--- src/rtl/uart_cfg_if.sv ---
`default_nettype none
// ============================================================================
// Module      : uart_cfg_if
// Description : Byte stream in from uart_rx and config-write/error results out
//               of the command controller. The controller takes the slave view.
// Revision    : 1.0  initial release
// ============================================================================
interface uart_cfg_if;
    logic [7:0]  rx_data_i;
    logic        rx_valid_i;
    logic        cfg_we_o;
    logic [7:0]  cfg_addr_o;
    logic [15:0] cfg_data_o;
    logic        err_o;
    logic [1:0]  err_code_o;
    logic        busy_o;

    modport slave (
        input  rx_data_i,
        input  rx_valid_i,
        output cfg_we_o,
        output cfg_addr_o,
        output cfg_data_o,
        output err_o,
        output err_code_o,
        output busy_o
    );

    modport master (
        output rx_data_i,
        output rx_valid_i,
        input  cfg_we_o,
        input  cfg_addr_o,
        input  cfg_data_o,
        input  err_o,
        input  err_code_o,
        input  busy_o
    );
endinterface
`default_nettype wire

--- src/rtl/uart_cfg_ctrl.sv ---
`default_nettype none
// ============================================================================
// Module      : uart_cfg_ctrl
// Description : Frames the uart_rx byte stream (SYNC, ADDR, DATA_HI, DATA_LO,
//               CSUM) into register-write commands; bad or stalled frames are
//               dropped with a one-cycle error pulse and a held error code.
// Revision    : 1.0  initial release
// ============================================================================
module uart_cfg_ctrl #(
    parameter logic [7:0] SYNC_BYTE   = 8'hA5,
    parameter int         NUM_REGS    = 4,
    parameter int         TIMEOUT_CYC = 64
) (
    input  wire logic  clk,
    input  wire logic  rst,
    uart_cfg_if.slave  bus
);

    localparam int              CNT_W      = (TIMEOUT_CYC > 1) ? $clog2(TIMEOUT_CYC) : 1;
    localparam logic [CNT_W-1:0] CNT_LAST  = CNT_W'(TIMEOUT_CYC - 1);
    localparam logic [8:0]      NUM_REGS_W = 9'(NUM_REGS);

    localparam logic [1:0] ERR_NONE    = 2'd0;
    localparam logic [1:0] ERR_CSUM    = 2'd1;
    localparam logic [1:0] ERR_TIMEOUT = 2'd2;
    localparam logic [1:0] ERR_ADDR    = 2'd3;

    typedef enum logic [2:0] {
        S_IDLE = 3'd0,
        S_ADDR = 3'd1,
        S_DHI  = 3'd2,
        S_DLO  = 3'd3,
        S_CSUM = 3'd4
    } state_t;

    state_t           state_q, state_d;
    logic [CNT_W-1:0] cnt_q, cnt_d;
    logic [7:0]       addr_q, addr_d;
    logic [15:0]      data_q, data_d;
    logic [7:0]       csum_q, csum_d;
    logic             we_q, we_d;
    logic [7:0]       out_addr_q, out_addr_d;
    logic [15:0]      out_data_q, out_data_d;
    logic             err_q, err_d;
    logic [1:0]       code_q, code_d;

    // State, frame capture and output registers.
    always_ff @(posedge clk) begin
        if (rst) begin
            state_q    <= S_IDLE;
            cnt_q      <= '0;
            addr_q     <= '0;
            data_q     <= '0;
            csum_q     <= '0;
            we_q       <= 1'b0;
            out_addr_q <= '0;
            out_data_q <= '0;
            err_q      <= 1'b0;
            code_q     <= ERR_NONE;
        end else begin
            state_q    <= state_d;
            cnt_q      <= cnt_d;
            addr_q     <= addr_d;
            data_q     <= data_d;
            csum_q     <= csum_d;
            we_q       <= we_d;
            out_addr_q <= out_addr_d;
            out_data_q <= out_data_d;
            err_q      <= err_d;
            code_q     <= code_d;
        end
    end

    // Next-state: frame sequencing, inter-byte stall detection and verdict.
    always_comb begin
        state_d    = state_q;
        cnt_d      = cnt_q;
        addr_d     = addr_q;
        data_d     = data_q;
        csum_d     = csum_q;
        we_d       = 1'b0;
        out_addr_d = out_addr_q;
        out_data_d = out_data_q;
        err_d      = 1'b0;
        code_d     = code_q;

        if (state_q == S_IDLE) begin
            cnt_d = '0;
            if (bus.rx_valid_i && (bus.rx_data_i == SYNC_BYTE)) begin
                state_d = S_ADDR;
            end
        end else if (bus.rx_valid_i) begin
            // A byte landing on the last allowed cycle still counts.
            cnt_d = '0;
            unique case (state_q)
                S_ADDR: begin
                    addr_d  = bus.rx_data_i;
                    csum_d  = bus.rx_data_i;
                    state_d = S_DHI;
                end
                S_DHI: begin
                    data_d[15:8] = bus.rx_data_i;
                    csum_d       = csum_q ^ bus.rx_data_i;
                    state_d      = S_DLO;
                end
                S_DLO: begin
                    data_d[7:0] = bus.rx_data_i;
                    csum_d      = csum_q ^ bus.rx_data_i;
                    state_d     = S_CSUM;
                end
                S_CSUM: begin
                    state_d = S_IDLE;
                    if (bus.rx_data_i != csum_q) begin
                        err_d  = 1'b1;
                        code_d = ERR_CSUM;
                    end else if ({1'b0, addr_q} >= NUM_REGS_W) begin
                        err_d  = 1'b1;
                        code_d = ERR_ADDR;
                    end else begin
                        we_d       = 1'b1;
                        out_addr_d = addr_q;
                        out_data_d = data_q;
                    end
                end
                default: state_d = S_IDLE;
            endcase
        end else if (cnt_q == CNT_LAST) begin
            state_d = S_IDLE;
            cnt_d   = '0;
            err_d   = 1'b1;
            code_d  = ERR_TIMEOUT;
        end else begin
            cnt_d = cnt_q + 1'b1;
        end
    end

    assign bus.cfg_we_o   = we_q;
    assign bus.cfg_addr_o = out_addr_q;
    assign bus.cfg_data_o = out_data_q;
    assign bus.err_o      = err_q;
    assign bus.err_code_o = code_q;
    assign bus.busy_o     = (state_q != S_IDLE);

endmodule
`default_nettype wire

--- src/flat_wrapper.sv ---
// flat-port wrapper written by rule: the top's interface ports become plain ports
module uart_cfg_ctrl_flat 
#(
    parameter logic [7:0] SYNC_BYTE   = 8'hA5,
    parameter int         NUM_REGS    = 4,
    parameter int         TIMEOUT_CYC = 64
)
  (clk, rst, bus_rx_data_i, bus_rx_valid_i, bus_cfg_we_o, bus_cfg_addr_o, bus_cfg_data_o, bus_err_o, bus_err_code_o, bus_busy_o);
  uart_cfg_if bus_i ();
  input  wire logic clk;
  input  wire logic rst;
  input wire logic [$bits(bus_i.rx_data_i)-1:0] bus_rx_data_i;
  input wire logic [$bits(bus_i.rx_valid_i)-1:0] bus_rx_valid_i;
  output wire logic [$bits(bus_i.cfg_we_o)-1:0] bus_cfg_we_o;
  output wire logic [$bits(bus_i.cfg_addr_o)-1:0] bus_cfg_addr_o;
  output wire logic [$bits(bus_i.cfg_data_o)-1:0] bus_cfg_data_o;
  output wire logic [$bits(bus_i.err_o)-1:0] bus_err_o;
  output wire logic [$bits(bus_i.err_code_o)-1:0] bus_err_code_o;
  output wire logic [$bits(bus_i.busy_o)-1:0] bus_busy_o;
  assign bus_i.rx_data_i = bus_rx_data_i;
  assign bus_i.rx_valid_i = bus_rx_valid_i;
  assign bus_cfg_we_o = bus_i.cfg_we_o;
  assign bus_cfg_addr_o = bus_i.cfg_addr_o;
  assign bus_cfg_data_o = bus_i.cfg_data_o;
  assign bus_err_o = bus_i.err_o;
  assign bus_err_code_o = bus_i.err_code_o;
  assign bus_busy_o = bus_i.busy_o;
  uart_cfg_ctrl #(.SYNC_BYTE(SYNC_BYTE), .NUM_REGS(NUM_REGS), .TIMEOUT_CYC(TIMEOUT_CYC)) u_core (.clk(clk), .rst(rst), .bus(bus_i));
endmodule
--- config.mk ---
export PLATFORM = sky130hd
export DESIGN_NAME = uart_cfg_ctrl_flat
export DESIGN_NICKNAME = d
export VERILOG_FILES = /design/src/rtl/uart_cfg_if.sv /design/src/rtl/uart_cfg_ctrl.sv /design/src/flat_wrapper.sv
export SDC_FILE = /design/constraint.sdc
export NUM_CORES = 1
export LEC_CHECK = 0
export CORE_ASPECT_RATIO = 1.5
export CORE_MARGIN = 4
export CORE_UTILIZATION = 54
export DETAILED_ROUTE_END_ITERATION = 16
export PLACE_DENSITY = 0.77
export SLEW_MARGIN = 20
export SYNTH_ARGS = -nofsm -noshare
export SYNTH_HDL_FRONTEND = slang
export SYNTH_SLANG_ARGS = --single-unit
--- constraint.sdc ---
create_clock -name clk -period 2 [get_ports clk]
set_clock_uncertainty 0.15 [all_clocks]
set_input_delay 0.4 -clock clk [delete_from_list [all_inputs] [get_ports clk]]
set_output_delay 0.4 -clock clk [all_outputs]
set_load 0.01 [all_outputs]
==> results.cfg <==
[run_status]
status = finished, final reports clean

[global_route]
grt_pass1_vias = 2366
grt_overflow = 0
track_usage = 0.228
antenna_found_initial = 0
grt_max_degree = 52
grt_pass1_wl_mm = 11.5

[place]
gp_congestion = 0.833
io_buffers = 39
dp_hpwl_mm = 4.67

[synthesis]
synthMuxAreaShare = 0
synth_edf_count = 0
synth_top_cell_by_area = dfxtp_1
yosysMostFrequentCell = dfxtp_1
yosys-top-cells-area = dfxtp_1, nand2_1, a21oi_1
synth_nets = 350
avgSynthCellArea_um2 = 8.55
synth.distinct_cells = 38
synth_seq_area_share = 0.478
synthSimpleGateAreaFrac = 0.253
synth_top_family_by_area = simple AND/OR/NAND/NOR gates
syn_area_um2 = 2890
yosysTopAreaCellShare = 0.478
synth_ff_type = dfxtp_1
post_synth_xor_area_fraction = 0.0606
synthArstFlopShare = 0
synthAdderAreaFrac = 0.00433
syn_inst = 338
synth-compound-area-share = 0.151
ys_ff_latch = 69
ys_top_cells_by_count = dfxtp_1, nand2_1, a21oi_1, nand4_1, nor2_1
yosys_warnings = 0

[worst_setup_path]
reg2reg_depth = 5
end_kind = flip-flop
reg2reg_setup_slack_ns = 0.30
path_class = in2reg
critPathLaunchType = input port
crit_path_max_fanout = 20
cp.arrival_ns = 1.93
reg2reg_from = u_core.cnt_q[0]
reg2reg_to = u_core.state_q[0]
crit_required_ns = 2.06

[finish]
n_antenna_cell = 0
layout-drive-gt1-share = 0.153
num-fill-cells = 389
fin_nets = 399
multi_input_area_um2 = 1420
seq_area_um2 = 1380
area_growth_pct = 31.3

[detailed_routing]
drt_iter0_drc = 169
drc = 0
via_per_inst = 5.68
drt_pass1_iterations = 4
vias = 2613
postRouteAntennaNets = 0
wl_per_cell_um = 15.0
routed_wl_mm = 6.92

[sta]
max_slew_margin = 0.791
max_slew.worst_pin.slew_ns = 0.310
setup_viol = 0
report.final.slew_viol_count = 0
fin_setup_tns_ns = 0
timing.fmax_ghz = 0.535
fin_crit_ns = 1.87
holdWs_ns = 0.180
rsz0062_at_grt = false
hold_viol = 0
period_share = 0.934

[cts]
clock_latency_ns = 0.35
cts_tree = built
path_clk_slew_ns = 0.08
clkSinkCount = 69
clock_path_buffers = 2
root_buffer = clkbuf_8
cts_htree_levels = 3
ctsHoldBuffers = 0
cts_buffers = 9

[die]
dieArea_um2 = 6610
io_pins = 40
initial_core_util = 0.560
coreArea_um2 = 5160
die_w_um = 67.7
die_h_um = 97.6
placementRows = 32

[run]
cap_violations = 0

[power]
p_leak_nw = 1.32
ir_drop_uv = 641
power.density_nw_per_um2 = 836

[hold_path]
hold_depth = 2
min_to = u_core.state_q[2]
hp-start = rst
hold_class = in2reg
==> cell usage in the layout, fill, tap and decap left out, drive strengths merged, types with 3 or more instances in the layout <==
| master | netlist | layout |
|---|---|---|
| dfxtp | 69 | 69 |
| inv | 4 | 4 |
| nand2 | 61 | 61 |
| o41ai | 18 | 18 |
| nor3 | 4 | 4 |
| buf | 10 | 29 |
| nor2 | 21 | 21 |
| bufinv | 0 | 4 |
| nand4 | 23 | 23 |
| clkbuf | 19 | 10 |
| xnor2 | 18 | 18 |
| clkdlybuf4s50 | 0 | 37 |
| nand3 | 12 | 12 |
| and4 | 3 | 3 |
| a21oi | 44 | 44 |
| and3 | 8 | 8 |
==> power breakdown <==
part           internal [mW]  switching [mW]  leakage, nW
sequential              1.39          0.0128        0.556
combinational          0.106           0.149        0.631
clock                  0.989           0.529        0.136
==> timing repair <==
action                                  in CTS  in global routing
endpoints found under the setup margin       1                 15
pin swaps                                    1                  0
cloned                                       0                  0
setup buffers                                0                  0
resized for setup                            3                  9
==> state kept, by name (all words and copies together) (netlist names) <==
name and flops:
u_core.cnt_q 6, u_core.bus.cfg_data_o 16, u_core.data_q 16, u_core.csum_q 8, u_core.bus.cfg_addr_o 8, u_core.bus.err_o 1, u_core.bus.err_code_o 2, u_core.addr_q 8
u_core.state_q 3, u_core.bus.cfg_we_o 1
==> worst max-delay path by stage <==
stage / from / endpoint / slack [ns] / cells after the start
floorplan: u_core.state_q[0] / u_core.bus.cfg_data_o[10] / 0.39 / 5
global placement: bus_rx_valid_i / u_core.bus.cfg_addr_o[1] / -0.18 / 6
detailed placement: bus_rx_valid_i / u_core.bus.cfg_data_o[7] / -0.25 / 6
CTS: bus_rx_valid_i / u_core.bus.cfg_data_o[14] / 0.08 / 6
global route: bus_rx_valid_i / u_core.bus.cfg_data_o[13] / 0.008 / 6
finish: bus_rx_data_i[1] / u_core.bus.cfg_data_o[5] / 0.13 / 6
==> layer usage <==
layer	routed length (um)	vias to the layer above	part of all wire	GRT usage
li1	-	1296	-	-
met3	251	14	0.036	0.0613
met1	3060	1239	0.44	0.293
met4	199	0	0.029	0.103
met2	3420	64	0.49	0.349
met5	0	-	0	0
==> kinds of logic (layout without fill, tap and decap cells) <==
| kind of cell | count (synthesis) | in the layout |
|---|---|---|
| AOI/OAI and AO/OA | 69 | 69 |
| xor gates and xnor gates | 20 | 20 |
| adders and majority gates | 1 | 1 |
| buffers and inverters | 33 | 87 |
| DFF | 69 | 69 |
| and+or+nand+nor | 146 | 146 |
==> cell type report <==
type                            instances  share of cell area
Clock inverter                          6              0.0353
Sequential cell                        69               0.364
Inverter                                4             0.00396
Tap cell                               68              0.0224
Clock buffer                           10              0.0363
Multi-Input combinational cell        236               0.375
Timing Repair Buffer                   67               0.163
==> worst max-delay path: stages <==
cell	delay (ns)
clkdlybuf4s50_1	0.44
xnor2_1	0.22
nand4_1	0.12
buf_4	0.23
o41ai_2	0.40
a21oi_1	0.12
==> per-stage QoR <==
| step | total power, mW | util | worst slack [ns] | instance area, um2 | std cells |
|---|---|---|---|---|---|
| 3_5_place_dp | 1.68 | 0.669 | -0.252 | 3460 | 444 |
| 6_report | 3.17 | 0.735 | 0.132 | 3800 | 460 |
| 4_1_cts | 3.18 | 0.723 | 0.0821 | 3730 | 460 |
| 3_3_place_gp | 1.67 | 0.669 | -0.184 | 3460 | 444 |
| 5_1_grt | 3.29 | 0.735 | 0.00800 | 3800 | 460 |
| 2_1_floorplan | 1.57 | - | 0.395 | 2890 | 338 |
Note: power is estimated with default switching activity, not from simulation.
